`src/rtl/signed_seq_mult.sv`:
```
// Sequential signed multiplier: magnitude shift-add, one bit per clock, sign restored at the end.
// Optional saturation outputs (ovf, p_sat) are enabled by defining MULT_SAT_EN.
module signed_seq_mult #(
  parameter int WIDTH = 4,
  parameter int CNT_W = $clog2(WIDTH + 1)
) (
  input  logic                 clk,
  input  logic                 rst,
  input  logic                 start,
  input  logic [WIDTH-1:0]     a,
  input  logic [WIDTH-1:0]     b,
  output logic                 busy,
  output logic                 done,
  output logic [2*WIDTH-1:0]   product
`ifdef MULT_SAT_EN
  ,
  output logic                 ovf,
  output logic [WIDTH-1:0]     p_sat
`endif
);

  typedef enum logic [1:0] {IDLE, CALC, SIGN} state_t;

  state_t               state, state_next;
  logic [WIDTH-1:0]     mag_a, mag_b;
  logic                 neg;
  logic [2*WIDTH-1:0]   acc;
  logic [CNT_W-1:0]     cnt;

  logic [WIDTH-1:0]     abs_a, abs_b;
  logic [2*WIDTH-1:0]   addend, acc_step, product_next;

  always_comb begin
    abs_a = a[WIDTH-1] ? -a : a;
    abs_b = b[WIDTH-1] ? -b : b;
    // Adding at bit WIDTH-1 after the right shift keeps the running sum aligned so that
    // after WIDTH steps acc holds the full unsigned magnitude product.
    addend   = mag_b[cnt] ? ({{WIDTH{1'b0}}, mag_a} << (WIDTH - 1)) : '0;
    acc_step = (acc >> 1) + addend;
    product_next = neg ? -acc : acc;
  end

`ifdef MULT_SAT_EN
  localparam logic signed [2*WIDTH-1:0] SMAX = (2*WIDTH)'((2 ** (WIDTH - 1)) - 1);
  localparam logic signed [2*WIDTH-1:0] SMIN = -(2*WIDTH)'(2 ** (WIDTH - 1));

  logic             ovf_next;
  logic [WIDTH-1:0] p_sat_next;

  always_comb begin
    ovf_next   = ($signed(product_next) > SMAX) || ($signed(product_next) < SMIN);
    p_sat_next = product_next[WIDTH-1:0];
    if (ovf_next)
      p_sat_next = product_next[2*WIDTH-1] ? SMIN[WIDTH-1:0] : SMAX[WIDTH-1:0];
  end
`endif

  always_comb begin
    state_next = state;
    case (state)
      IDLE:    if (start) state_next = CALC;
      CALC:    if (cnt == CNT_W'(WIDTH - 1)) state_next = SIGN;
      SIGN:    state_next = IDLE;
      default: state_next = IDLE;
    endcase
  end

  always_ff @(posedge clk or negedge rst) begin
    if (!rst) state <= IDLE;
    else      state <= state_next;
  end

  always_ff @(posedge clk or negedge rst) begin
    if (!rst) begin
      mag_a   <= '0;
      mag_b   <= '0;
      neg     <= 1'b0;
      acc     <= '0;
      cnt     <= '0;
      busy    <= 1'b0;
      done    <= 1'b0;
      product <= '0;
`ifdef MULT_SAT_EN
      ovf     <= 1'b0;
      p_sat   <= '0;
`endif
    end else begin
      done <= 1'b0;
      case (state)
        IDLE: begin
          if (start) begin
            mag_a <= abs_a;
            mag_b <= abs_b;
            neg   <= a[WIDTH-1] ^ b[WIDTH-1];
            acc   <= '0;
            cnt   <= '0;
            busy  <= 1'b1;
          end
        end
        CALC: begin
          acc <= acc_step;
          cnt <= cnt + CNT_W'(1);
        end
        SIGN: begin
          product <= product_next;
          done    <= 1'b1;
          busy    <= 1'b0;
`ifdef MULT_SAT_EN
          ovf     <= ovf_next;
          p_sat   <= p_sat_next;
`endif
        end
        default: ;
      endcase
    end
  end

endmodule

```
`config.mk`:
```
export PLATFORM = sky130hd
export DESIGN_NAME = signed_seq_mult
export DESIGN_NICKNAME = d
export VERILOG_FILES = /design/src/rtl/signed_seq_mult.sv
export SDC_FILE = /design/constraint.sdc
export NUM_CORES = 1
export LEC_CHECK = 0
export ABC_CLOCK_PERIOD_IN_PS = 2700
export CAP_MARGIN = 20
export CORE_MARGIN = 1.5
export CORE_UTILIZATION = 50
export CTS_CLUSTER_DIAMETER = 150
export DETAILED_ROUTE_END_ITERATION = 7
export GPL_TIMING_DRIVEN = 0
export PLACE_DENSITY_LB_ADDON = 0.1
export SYNTH_ARGS = -nofsm -noshare
export SYNTH_HDL_FRONTEND = slang
export SYNTH_SLANG_ARGS = --single-unit
```
`constraint.sdc`:
```
create_clock -name clk -period 2.7 [get_ports clk]
set_clock_uncertainty 0.1 [all_clocks]
set_input_delay 0.54 -clock clk [delete_from_list [all_inputs] [get_ports clk]]
set_output_delay 0.54 -clock clk [all_outputs]
set_load 0.02 [all_outputs]
```
* Word level (Yosys, flattened, before mapping)
Index checks and enable logic that the tools add are counted.
** Word-level totals
- Flip-flop bits (word level) :: 32
- Input bits :: 11
- Output and inout port bits :: 10
** Cells by class
- $add $sub $neg :: 5
- Order comparisons :: 1
- Eq/ne operators :: 5
- Multiplexer cells :: 16
- Bitwise gates (word level) :: 1
- Reductions and logical operators :: 7
** Operators by type and width (count)
- two-way mux 8 bit :: 2
- case mux 8 bit (2 select lines) :: 1
- adder 7 x 7 -> 8 bit :: 1
- two-way mux 4 bit :: 2
- negation 4 bit :: 2
- negation 8 bit :: 1
- AND reduction 2 bit :: 4
- two-way mux 7 bit :: 1
- case mux 3 bit (2 select lines) :: 1
- two-way mux 2 bit :: 2
- != test 2 bit, second input constant :: 2
- case mux 2 bit (2 select lines) :: 1
- nonzero test 2 bit :: 2
- adder 3 x 1 -> 3 bit, second input constant :: 1
- equality test 3 x 2 -> 1 bit, second input constant :: 1
- less-than comparator 3 bit, second input constant :: 1
- two-way mux 1 bit :: 3
- two-way mux 3 bit :: 1
- binary-select mux 1 bit (select 2 bit) :: 1
- equality test 2 x 1 -> 1 bit, second input constant :: 1
- equality test 2 bit, second input constant :: 1
- zero test 2 bit :: 1
- case mux 1 bit (2 select lines) :: 1
- bitwise XOR 1 bit :: 1

* Longest topological paths before layout
Gate-level depths: netlist of the first run.
- Depth after elaboration :: 5
- Mapped depth :: 9
- Mapped depth without buffers :: 9

* Least setup slack after synthesis of the first run
OpenSTA, ideal clock, no wires.
- Path kind :: register to register
- Start :: register cnt[0]
- End :: register acc[7]
- Arrival time :: 1.858 ns
- Slack :: 0.612 ns
- Stages on the path, launching flop included :: 10
- Buffers on the path :: 0
- Cell sequence :: dfrtp_1 mux4_2 and2_1 ha_1 inv_1 fa_1 inv_1 a21o_1 a21oi_1 o21ai_0
** Between the ends
- Longest elaborated chain between the ends :: 5
** Ends and longest elaborated chain
- start, declared :: line 28 : logic [CNT_W-1:0] cnt;
- start signal, assigned :: line 102 : cnt <= cnt + CNT_W'(1);
- binary-select mux 1 bit (select 2 bit) :: line 38 : addend = mag_b[cnt] ? ({{WIDTH{1'b0}}, mag_a} << (WIDTH - 1)) : '0;
- two-way mux 1 bit (not written as such) :: line 38
- two-way mux 7 bit :: line 38
- adder 7 x 7 -> 8 bit :: line 39 : acc_step = (acc >> 1) + addend;
- case mux 8 bit (2 select lines) :: line 89 : case (state)
- end signal, assigned :: line 101 : acc <= acc_step;
- end, declared :: line 27 : logic [2*WIDTH-1:0] acc;
Every way passes these cells. The select of a mux whose other input is x is not followed.
A chain may end at the register's enable or synchronous reset.

* Final worst setup path of the first run
Same ends and word-level chain as after synthesis.

==> results.py, run 1 <==
metrics = {
    "final_layout": {
        "diodes": 0,
        "final_cells": 225,
        "final_common_cell": "dfrtp_1",
        "final_util_pct": 65.61,
        "area_delta_synth_final_pct": 23.02,
        "drive_gt1_share_pct": 11.60,
        "final_nets": 201,
        "final_cell_mix": "32 x dfrtp_1, 20 x clkdlybuf4s50_1, 17 x nand2_1, 13 x inv_1, 13 x o21ai_0",
    },
    "setup_path": {
        "critPathRequiredTime_ps": 2810,
        "rr_endpoint": "acc[7]",
        "cpMaxStageDelayCell": "mux4_2",
        "critical_path.cell_chain": "mux4_2, and2_1, ha_1, inv_1, fa_1, inv_1, a21o_1, a21oi_1, o21ai_0",
        "r2r_slack_ps": 440,
        "cp_data_arrival_time_ps": 2370,
        "cp-start-kind": "flip-flop",
        "r2r-start": "cnt[0]",
        "cp_max_fo": 4,
        "ff2ff_path_depth": 9,
        "cp_common_cell": "inv_1",
        "crit_path_max_incr_delay_ps": 560,
        "crit_type": "reg2reg",
        "crit_start": "cnt[0]",
        "end_kind": "flip-flop",
    },
    "min_path": {
        "hp-class": "reg2reg",
        "hold_start": "product[6]",
        "holdPathStages": 2,
        "hold_end": "product[6]",
    },
    "routing": {
        "drtPass1Iterations": 3,
        "routedWlPerCell_um": 12.16,
        "drc": 0,
        "vias_per_cell": 5.040,
        "vias": 1134,
        "ant_nets": 0,
        "drt-total-wl_um": 2735,
        "dr.first_iter.drc_count": 20,
    },
    "floorplanning": {
        "dieArea_sq_um": 3636,
        "start_util_pct": 53.33,
        "dieHeight_um": 60.30,
        "io_pins": 21,
        "core_area_sq_um": 3078,
        "row_count": 20,
        "die_w_um": 60.30,
    },
    "placement": {
        "dp_hpwl_um": 2174,
        "port_buffers": 20,
        "gp_congestion": 0.7248,
        "place_inst": 217,
    },
    "timing": {
        "hold_viol_final": 0,
        "worst_pin_slew_ps": 653.3,
        "fin_setup_tns_ps": 0,
        "finalCritPeriodShare_pct": 83.77,
        "setup_viol": 0,
        "layout_min_cycle_time_ps": 2262,
        "finalMaxSlewViolations": 0,
        "timing.fmax_mhz": 442.1,
        "relSlewSlack_pct": 56.31,
        "rsz0062_at_grt": "no",
        "holdWs_ps": 384.3,
    },
    "global_routing": {
        "grt_pass1_wl_um": 5057,
        "grt_max_degree": 21,
        "antenna_found_initial": 0,
        "grtUsageTotal_pct": 19.36,
        "grt-ovfl-total": 0,
        "grt_pass1_vias": 1161,
    },
    "cts": {
        "cts-htree-levels": 2,
        "cts_buffer_depth": 2,
        "tritoncts": "built",
        "cts.clk_slew.worst_paths_ps": 100,
        "numCtsBuffers": 5,
        "cts_resized": 0,
        "clockRootBuffer": "clkbuf_4",
        "hold_buffers": 0,
        "clkSinkCount": 32,
        "clkLatencyLatePin_ps": 340,
        "cts_setup_buffers": 0,
    },
    "power": {
        "p_seq_share_pct": 37.1,
        "power_mw": 2.234,
        "power.internal_mw": 1.422,
        "vdd_drop_max_mv": 0.5286,
        "comb_power_share_pct": 44.7,
        "clock_power_share_pct": 18.3,
        "switching_share_pct": 36.34,
        "power_switching_mw": 0.8119,
        "power.density_nw_per_um2": 1106,
        "leakagePower_nw": 0.9505,
    },
    "synth": {
        "ys.flop_type": "dfrtp_1",
        "synth-compound-area-share_pct": 13.64,
        "async_flop_share_pct": 100.0,
        "synth_top_family_by_area": "compound AO/OA/AOI/OAI gates",
        "synth-simple-area-share_pct": 11.97,
        "ys_types": 30,
        "synth_seq_cells": 32,
        "synth_xor_area_share_pct": 5.869,
        "yosys_warnings": 0,
        "postSynthAreaPerCell_sq_um": 10.80,
        "seq_area_frac_synth_pct": 48.78,
        "synth_nets": 173,
        "synth-edff-count": 0,
        "synthCells": 152,
        "synth-adder-area-share_pct": 8.079,
        "netlist_area_sq_um": 1642,
        "synth.area.mux_share_pct": 6.555,
    },
    "flow_run": {
        "cap_violations": 0,
    },
    "outcome": {
        "status": "finished clean",
    },
}
==> synthesized netlist by cell type (4+ instances only) <==
library cell	instances	area share (%)
ha_1	9	6.9
nor2b_1	4	1.5
inv_1	13	3.0
o21ai_0	13	4.0
mux2i_1	4	2.4
xnor2_1	5	2.7
a21oi_1	7	2.1
dfrtp_1	32	49
mux2_2	4	2.7
nor2_1	7	1.6
xor2_1	6	3.2
nand2_1	17	3.9
==> flip-flops by register name, indices dropped and copies added (netlist names) <==
register  cells
state         2
mag_b         4
mag_a         4
product       8
cnt           3
acc           8
neg           1
done          1
busy          1
==> how the worst max path moves through the flow <==
stage | end | cells after the start
global placement | mag_a[3] | 1
global route | acc[7] | 9
floorplan | acc[7] | 9
CTS | acc[7] | 9
detailed placement | neg | 5
finish | acc[7] | 9
==> worst max-delay path: cells and delay by family (launching register included) <==
family | cells | cell delay (ps)
flops | 1 | 420
mux | 1 | 560
simple gates | 1 | 180
fa+ha+maj | 2 | 390
compound gates | 3 | 350
buf+inv | 2 | 130
==> per-stage QoR <==
stage / setup slack (ps) / area, sq um
2_1_floorplan: 612.1 / 1642
4_1_cts: 423.7 / 2019
6_report: 438.2 / 2019
3_5_place_dp: 404.1 / 1924
3_3_place_gp: 417.1 / 1897
5_1_grt: 259.7 / 2019
==> cell families (layout without fill, tap and decap cells) <==
| kind of cell | count (synthesis) | in the layout |
|---|---|---|
| AO/OA/AOI/OAI | 34 | 34 |
| XOR/XNOR | 11 | 11 |
| adder cells (fa/ha/maj) | 10 | 10 |
| buffers and inverters | 18 | 47 |
| flip-flops | 32 | 32 |
| multiplexers | 9 | 9 |
| AND/OR/NAND/NOR | 38 | 38 |
==> routing by layer <==
| metal | GRT usage (%) | part of all wire (%) | vias to the layer above |
|---|---|---|---|
| met5 | 0 | 0 | - |
| met4 | 6.667 | 1.6 | 0 |
| li1 | - | - | 574 |
| met2 | 33.54 | 50 | 23 |
| met1 | 21.94 | 43 | 532 |
| met3 | 7.143 | 5.4 | 5 |
==> power groups by stage <==
| stage | Combinational (mW) | Sequential [mW] | Clock (mW) |
|---|---|---|---|
| 2_1_floorplan | 0.661 | 0.877 | 0 |
| 3_3_place_gp | 0.969 | 0.828 | 0 |
| 3_5_place_dp | 1.01 | 0.841 | 0 |
| 4_1_cts | 1.02 | 0.829 | 0.421 |
| 5_1_grt | 1.13 | 0.864 | 0.446 |
| 6_report | 0.998 | 0.828 | 0.408 |
==> layout make-up <==
type                    count  area [sq um]
plain buffers               5         35.03
clock buffers               7         65.06
clock inverters             1         30.03
fillers                   282          1059
inverters                  13         48.80
multi-input cells         102         757.0
flip-flops and latches     32         800.8
well taps                  44         55.05
repair buffers             21         227.7
(Power assumes the default switching activity.)
==> inputs of run 2 (changes only) <==
ABC_CLOCK_PERIOD_IN_PS = 2400   (was 2700)
clock period = 2.4 ns   (was 2.7 ns; I/O delays follow)
==> results.py, run 2 (same netlist as run 1, synthesis figures left out) <==
metrics = {
    "timing": {
        "finalCritPeriodShare_pct": 92.31,
        "worst_pin_slew_ps": 653.3,
        "layout_min_cycle_time_ps": 2215,
        "setup_viol": 0,
        "relSlewSlack_pct": 56.31,
        "finalMaxSlewViolations": 0,
        "fin_setup_tns_ps": 0,
        "rsz0062_at_grt": "no",
        "setup_slack_ps": 184.5,
        "holdWs_ps": 384.3,
        "hold_viol_final": 0,
        "timing.fmax_mhz": 451.4,
    },
    "power": {
        "power_switching_mw": 0.9223,
        "p_seq_share_pct": 36.3,
        "clock_power_share_pct": 17.9,
        "vdd_drop_max_mv": 0.5976,
        "leakagePower_nw": 0.9652,
        "comb_power_share_pct": 45.7,
        "power.internal_mw": 1.630,
        "power.density_nw_per_um2": 1250,
        "switching_share_pct": 36.13,
    },
    "routing": {
        "dr.first_iter.drc_count": 28,
        "drt-total-wl_um": 2772,
        "vias": 1146,
        "routedWlPerCell_um": 12.16,
        "drc": 0,
        "vias_per_cell": 5.026,
        "ant_nets": 0,
        "drtPass1Iterations": 3,
    },
    "cts": {
        "tritoncts": "built",
        "cts_setup_buffers": 0,
        "clkLatencyLatePin_ps": 340,
        "cts_resized": 0,
        "clkSinkCount": 32,
        "clockRootBuffer": "clkbuf_4",
        "cts-htree-levels": 2,
        "numCtsBuffers": 5,
        "cts.clk_slew.worst_paths_ps": 100,
        "hold_buffers": 0,
        "cts_buffer_depth": 2,
    },
    "setup_path": {
        "cp_top_family": "multiplexers",
        "end_kind": "flip-flop",
        "cp_common_cell": "inv_1",
        "rr_endpoint": "acc[7]",
        "cp_data_arrival_time_ps": 2320,
        "cp_num_buf_inv": 2,
        "cpMaxStageDelayCell": "mux4_2",
        "cp-start-kind": "flip-flop",
        "critPathRequiredTime_ps": 2510,
        "critical_path.cell_chain": "mux4_2, and2_1, ha_1, inv_1, fa_1, inv_1, a21o_1, a21oi_1, o21ai_0",
        "ff2ff_path_depth": 9,
        "cp_max_fo": 4,
        "crit_path_max_incr_delay_ps": 550,
        "crit_type": "reg2reg",
        "r2r-start": "cnt[0]",
        "r2r_slack_ps": 180,
    },
    "global_routing": {
        "antenna_found_initial": 0,
        "grt_pass1_vias": 1161,
        "grt_pass1_wl_um": 5057,
        "grtUsageTotal_pct": 19.36,
        "grt-ovfl-total": 0,
        "grt_max_degree": 21,
    },
    "floorplanning": {
        "start_util_pct": 53.33,
        "io_pins": 21,
        "dieArea_sq_um": 3636,
        "core_area_sq_um": 3078,
        "row_count": 20,
        "die_w_um": 60.30,
        "dieHeight_um": 60.30,
    },
    "final_layout": {
        "final_cells": 228,
        "regArea_sq_um": 800.8,
        "diodes": 0,
        "reg_top3": "acc: 8 flops, product: 8 flops",
        "fillCellCount": 279,
        "area_delta_synth_final_pct": 24.39,
        "final_common_cell": "dfrtp_1",
        "multi_input_area_sq_um": 757.0,
        "final_nets": 204,
        "final_cell_mix": "32 x dfrtp_1, 20 x clkdlybuf4s50_1, 17 x nand2_1, 13 x inv_1, 13 x o21ai_0",
        "postLayoutCellArea_sq_um": 2042,
        "drive_gt1_share_pct": 13.04,
    },
    "min_path": {
        "hp-class": "reg2reg",
        "hold_start": "product[6]",
        "holdPathStages": 2,
        "hold_end": "product[6]",
    },
    "placement": {
        "place_inst": 217,
        "dp_hpwl_um": 2174,
        "port_buffers": 20,
        "postPlaceCellArea_sq_um": 1924,
        "gp_congestion": 0.7248,
        "dp_slack_ps": 155.9,
    },
    "flow_run": {
        "cap_violations": 0,
    },
    "outcome": {
        "status": "finished clean",
    },
}
run 2: layout make-up:
type / count / area share (%)
Clock inverter: 1 / 1.471
Timing Repair Buffer: 24 / 12.25
Buffer: 5 / 1.716
Sequential cell: 32 / 39.22
Multi-Input combinational cell: 102 / 37.07
Inverter: 13 / 2.390
Clock buffer: 7 / 3.186
Tap cell: 44 / 2.696
run 2: worst min-delay path, stage by stage, from the launching register on:
cell,delay (ps)
dfrtp_1,350
nand2_1,50
o21ai_0,60
run 2: through the flow:
| step | total power, mW | util, % |
|---|---|---|
| floorplan | 1.731 | - |
| global placement | 2.022 | 61.63 |
| detailed placement | 2.083 | 62.52 |
| CTS | 2.555 | 65.61 |
| global route | 2.792 | 66.34 |
| finish | 2.553 | 66.34 |
run 2: layer usage:
layer | track usage (%) | part of all wire, % | vias up
li1 | - | - | 581
met1 | 21.94 | 44 | 537
met2 | 33.54 | 49 | 23
met3 | 7.143 | 5.3 | 5
met4 | 6.667 | 1.6 | 0
met5 | 0 | 0 | -
run 2: worst max path at each step:
stage | from | end | slack (ps) | depth (start not counted)
floorplan | cnt[0] | acc[7] | 310 | 9
global placement | rst | mag_a[3] | 180 | 1
detailed placement | cnt[0] | acc[7] | 160 | 9
CTS | cnt[0] | acc[7] | 120 | 9
global route | cnt[0] | acc[7] | 10 | 9
finish | cnt[0] | acc[7] | 180 | 9
run 2: power by group through the flow:
stage / Clock (mW) / Combinational [mW] / Sequential, mW
2_1_floorplan: 0 / 0.744 / 0.987
3_3_place_gp: 0 / 1.09 / 0.932
3_5_place_dp: 0 / 1.14 / 0.946
4_1_cts: 0.474 / 1.15 / 0.933
5_1_grt: 0.502 / 1.32 / 0.967
6_report: 0.458 / 1.17 / 0.927
==> inputs of run 3 (changes only) <==
CAP_MARGIN = 10   (was 20)
==> results of run 3 <==
No change in the layout: final DEF, timing and power equal those of run 2.
==> RTL edit 1, RTL diff (flow settings as in run 1) <==
Add a define of `MULT_SAT_EN`.
--- a/src/rtl/signed_seq_mult.sv
+++ b/src/rtl/signed_seq_mult.sv
@@ -1,5 +1,7 @@
 // Sequential signed multiplier: magnitude shift-add, one bit per clock, sign restored at the end.
 // Optional saturation outputs (ovf, p_sat) are enabled by defining MULT_SAT_EN.
+`define MULT_SAT_EN
+
 module signed_seq_mult #(
   parameter int WIDTH = 4,
   parameter int CNT_W = $clog2(WIDTH + 1)
Formal check against the unedited RTL (old outputs only; new: ovf and p_sat): equivalent (equiv_simple and equiv_induct, registers matched by name and starting in step).
==> RTL edit 1 against run 1 <==
Sequential cell count increased by 5. Fmax down 8.6%. Largest power group unchanged. Wire length increased by 35%. Utilization decreased by 2.8 points. Setup slack worse by 210 ps. Power is 30% higher. Critical endpoint unchanged. Area after synthesis grew 17%. Cell area rose by 15%. Sequential share of layout area rose by 0.33 points.
==> RTL edit 1: results (changes against run 1) <==
* Status: completed (unchanged)
* Nets at 237 (was 201)
* First DRT Iteration DRCs at 71 (was 20)
* Clock latency on the worst-skew pair at 290 ps (was 340 ps)
* Clk pin slew, worst setup/hold paths at 70 ps (was 100 ps)
* Rel. slew slack at 45.06% (was 56.31%)
* Syn Nets at 205 (was 173)
* Met3 usage at 4.167% (was 7.143%)
* Layout cells sized above 1 at 10.65% (was 11.60%)
* Post-synth top area share at 48.11% (was 48.78%)
* Cells taking the most area after synthesis: dfrtp_1 48%, ha_1 5.9%, nand2_1 5.5%, xnor2_1 3.6%, o21ai_0 3.4% (was dfrtp_1 49%, ha_1 6.9%, o21ai_0 4.0%, nand2_1 3.9%, xor2_1 3.2%)
* Largest net degree at the start of global routing at 38 (was 21)
* Post-synth top cells: 37 x dfrtp_1, 28 x nand2_1, 13 x o21ai_0 (was 32 x dfrtp_1, 17 x nand2_1, 13 x inv_1, 13 x o21ai_0, 9 x ha_1)
* Num CTS Buffers at 5 (unchanged)
* DR vias at 1,417 (was 1,134)
* Routability cong. at 0.8048 (was 0.7248)
* Mean routed wirelength per cell at 14.02 um (was 12.16 um)
* Global-route wire length before repair at 6465 um (was 5057 um)
* Sequential share of the synthesized area at 48.11% (was 48.78%)
* CP arrival at 2520 ps (was 2370 ps)
* HP Class: in -> async (was reg -> reg)
* Drt pass-1 iters at 4 (was 3)
* Worst IR Drop VDD at 429.1 uV (was 528.6 uV)
* Grt met2 use at 36.34% (was 33.54%)
* Leak pwr at 1.058 nW (was 0.9505 nW)
* Overall Global Routing Usage at 20.69% (was 19.36%)
* Cell variety after synth at 39 (was 30)
* Met1 GRT Util at 24.00% (was 21.94%)
* Area after DPL at 0.002230 sq mm (was 0.001924 sq mm)
* PortBufs at 25 (was 20)
* Antenna violations before repair at 0 (unchanged)
* Root Driver: clkbuf_8 (was clkbuf_4)
* Post-DP HPWL at 2783 um (was 2174 um)
RTL edit 1: per-layer routing:
metal / routed length [um] / vias to the layer above / share of wire [%]
li1: - / 705 / -
met1: 1539 / 674 / 42
met2: 1974 / 32 / 53
met3: 130 / 6 / 3.5
met4: 56 / 0 / 1.5
met5: 0 / - / 0
RTL edit 1: logic make-up (layout without fill, tap and decap cells):
kind of cell	Yosys count	after routing	share of synthesized area, %
buf+inv	15	47	3.901
xor+xnor	11	11	5.397
simple gates	61	61	16.25
flops	37	37	48.11
compound gates	43	43	14.89
mux	7	7	4.551
fa+ha+maj	10	10	6.892
RTL edit 1: critical path, cell delays in order (launching register included):
cell and delay, ps:
dfrtp_1 410, mux4_2 570, and2_1 190, ha_1 210
fa_1 420, a21o_1 200, a21oi_1 140, o22ai_1 100
RTL edit 1: path summary, 6_finish.rpt:
kind	to	slack, ps	cells after the start
setup / recovery	acc[7]	230	7
hold / removal	product[3]	250	1
setup reg to reg	acc[7]	230	7
hold reg to reg	product[5]	380	2
max in group asynchronous	state[1]	1730	1
min in group clk	product[5]	380	2
RTL edit 1: layout make-up:
cell class	count	area, sq um
Sequential cell	37	925.9
Tap cell	48	60.06
Multi-Input combinational cell	132	923.4
Timing Repair Buffer	25	245.2
Buffer	5	37.54
Inverter	10	37.54
Fill cell	320	1373
Clock buffer	7	86.33
RTL edit 1: where the power goes:
| group | total [mW] | internal (mW) | switching [mW] |
|---|---|---|---|
| combinational | 1.52 | 0.700 | 0.825 |
| clock | 0.383 | 0.202 | 0.181 |
| sequential | 0.988 | 0.793 | 0.196 |
RTL edit 1: metrics by stage:
stage          setup WS [ps]  instances
6_report               226.1        264
5_1_grt                68.23        264
3_5_place_dp           255.5        257
2_1_floorplan          431.4        184
3_3_place_gp           231.6        257
4_1_cts                224.1        264
==> RTL edit 2, RTL diff (config.mk and constraints of run 1) <==
Without the edit above. Register the output `product` once more, with the module's reset; this adds one clock of latency there. The other outputs are not delayed to match.
--- a/src/rtl/signed_seq_mult.sv
+++ b/src/rtl/signed_seq_mult.sv
@@ -20,6 +20,8 @@
 );
 
   typedef enum logic [1:0] {IDLE, CALC, SIGN} state_t;
+
+  logic [2*WIDTH-1:0] product_s0;
 
   state_t               state, state_next;
   logic [WIDTH-1:0]     mag_a, mag_b;
@@ -79,7 +81,7 @@
       cnt     <= '0;
       busy    <= 1'b0;
       done    <= 1'b0;
-      product <= '0;
+      product_s0 <= '0;
 `ifdef MULT_SAT_EN
       ovf     <= 1'b0;
       p_sat   <= '0;
@@ -102,7 +104,7 @@
           cnt <= cnt + CNT_W'(1);
         end
         SIGN: begin
-          product <= product_next;
+          product_s0 <= product_next;
           done    <= 1'b1;
           busy    <= 1'b0;
 `ifdef MULT_SAT_EN
@@ -115,5 +117,13 @@
     end
   end
 
+  always_ff @(posedge clk or negedge rst) begin
+    if (!rst) begin
+      product <= '0;
+    end else begin
+      product <= product_s0;
+    end
+  end
+
 endmodule
 
Formal check against the unedited RTL: not equivalent (a bounded check fails within 10 cycles, from zero or initial values and one cycle with rst low).
==> RTL edit 2 against run 1 <==
Power up 11%. Wire length is 12% higher. First-iteration DRC count up 45%. Synthesized cell count is 5.3% higher. Area after synthesis increased by 12%. Cell area up 9.0%. Global-route usage down 0.67 points. Count of clock-buffer cells in the layout decreased by 1. Setup slack got worse by 7.9 ps. Sequential cell count increased by 8. Critical endpoint is now acc[6]. Largest power group is now registers. Highest routed layer unchanged.
==> RTL edit 2: results (changes against run 1) <==
* Drt pass-1 iters at 4 (was 3)
* Mean routed wirelength per cell at 13.03 um (was 12.16 um)
* Global-route wire length before repair at 5823 um (was 5057 um)
* Met1 GRT Util at 20.80% (was 21.94%)
* Fillers at 293 (was 282)
* Detailed Route WL at 3050 um (was 2735 um)
* DR vias/cell at 5.239 (was 5.040)
* Routability cong. at 0.7807 (was 0.7248)
* CP arrival at 2330 ps (was 2370 ps)
* Grt met2 use at 34.47% (was 33.54%)
* Switching share of power at 35.12% (was 36.34%)
* First DRT Iteration DRCs at 29 (was 20)
* Clk pin slew, worst setup/hold paths at 80 ps (was 100 ps)
* Post-DP HPWL at 2248 um (was 2174 um)
* Placed Cells at 226 (was 217)
* Root Driver: clkbuf_8 (was clkbuf_4)
* Largest net degree at the start of global routing at 41 (was 21)
* Biggest regs: acc (8), product (8), product_s0 (8) (was acc (8), product (8))
* Cells taking the most area after synthesis: dfrtp_1 54%, ha_1 6.1%, o21ai_0 3.5%, nand2_1 3.5%, xor2_1 2.9% (was dfrtp_1 49%, ha_1 6.9%, o21ai_0 4.0%, nand2_1 3.9%, xor2_1 3.2%)
* Slew @ Worst Pin at 847.8 ps (was 653.3 ps)
* Post-Syn Instances at 160 (was 152)
* Leak pwr at 1.046 nW (was 0.9505 nW)
* Vias in the first global route at 1,288 (was 1,161)
* Status: completed (unchanged)
* Overall Global Routing Usage at 18.69% (was 19.36%)
[RTL edit 2: changes by cell type in the layout (fill, tap and decap cells not counted), sizes merged]
cell and delta:
clkbuf -1, dfrtp +8, clkinv +1, clkdlybuf4s50 -1
[RTL edit 2: path summary, 6_finish.rpt]
path	from	to	slack (ps)	cells after the start
worst max-delay path	cnt[0]	acc[6]	430	8
min in group clk	product_s0[3]	product[3]	280	0
worst min register to register	product_s0[3]	product[3]	280	0
max in group asynchronous	rst	busy	1700	1
worst max register to register	cnt[0]	acc[6]	430	8
worst min-delay path	rst	product[1]	250	1
[RTL edit 2: logic make-up after synthesis]
group                      share of synthesized area [%]
AOI/OAI and AO/OA                                  12.16
muxes                                              5.842
DFF                                                54.35
buffers and inverters                              4.552
xor gates and xnor gates                           5.231
adders and majority gates                          7.201
and+or+nand+nor                                    10.67
[RTL edit 2: power groups by stage]
stage | clock network (mW) | logic, mW | registers (mW)
3_3_place_gp | 0 | 0.965 | 1.01
3_5_place_dp | 0 | 1.01 | 1.02
2_1_floorplan | 0 | 0.662 | 1.05
5_1_grt | 0.513 | 1.15 | 1.05
4_1_cts | 0.482 | 1.02 | 1.01
6_report | 0.472 | 1.01 | 1.01
[RTL edit 2: through the flow]
stage               worst slack [ps]  total power [mW]
CTS                            421.9             2.517
floorplan                      612.1             1.715
global placement               106.8             1.973
global route                   235.7             2.704
finish                         430.3             2.488
detailed placement             431.3             2.033
[RTL edit 2: layout make-up]
type / instances / area (sq um) / area share, %
buffer: 5 / 35.03 / 1.591
clock buffer: 6 / 72.57 / 3.295
clock inverter: 2 / 35.03 / 1.591
inverter: 13 / 48.80 / 2.216
multi-input combinational: 102 / 757.0 / 34.38
sequential: 40 / 1001 / 45.45
tap: 46 / 57.56 / 2.614
timing repair buffer: 20 / 195.2 / 8.864
[RTL edit 2: per-layer routing]
metal | vias up | wire, um
met5 | - | 0
met4 | 0 | 48
met3 | 7 | 134
met2 | 30 | 1645
met1 | 595 | 1221
li1 | 594 | -
[RTL edit 2: worst max-delay path, delay by kind of cell, from the launching register on]
family | cells | cell delay (ps)
AO/OA/AOI/OAI | 3 | 460
XOR/XNOR | 1 | 160
adder cells (fa/ha/maj) | 1 | 270
buffers and inverters | 1 | 50
flip-flops | 1 | 410
multiplexers | 1 | 560
AND/OR/NAND/NOR | 1 | 130
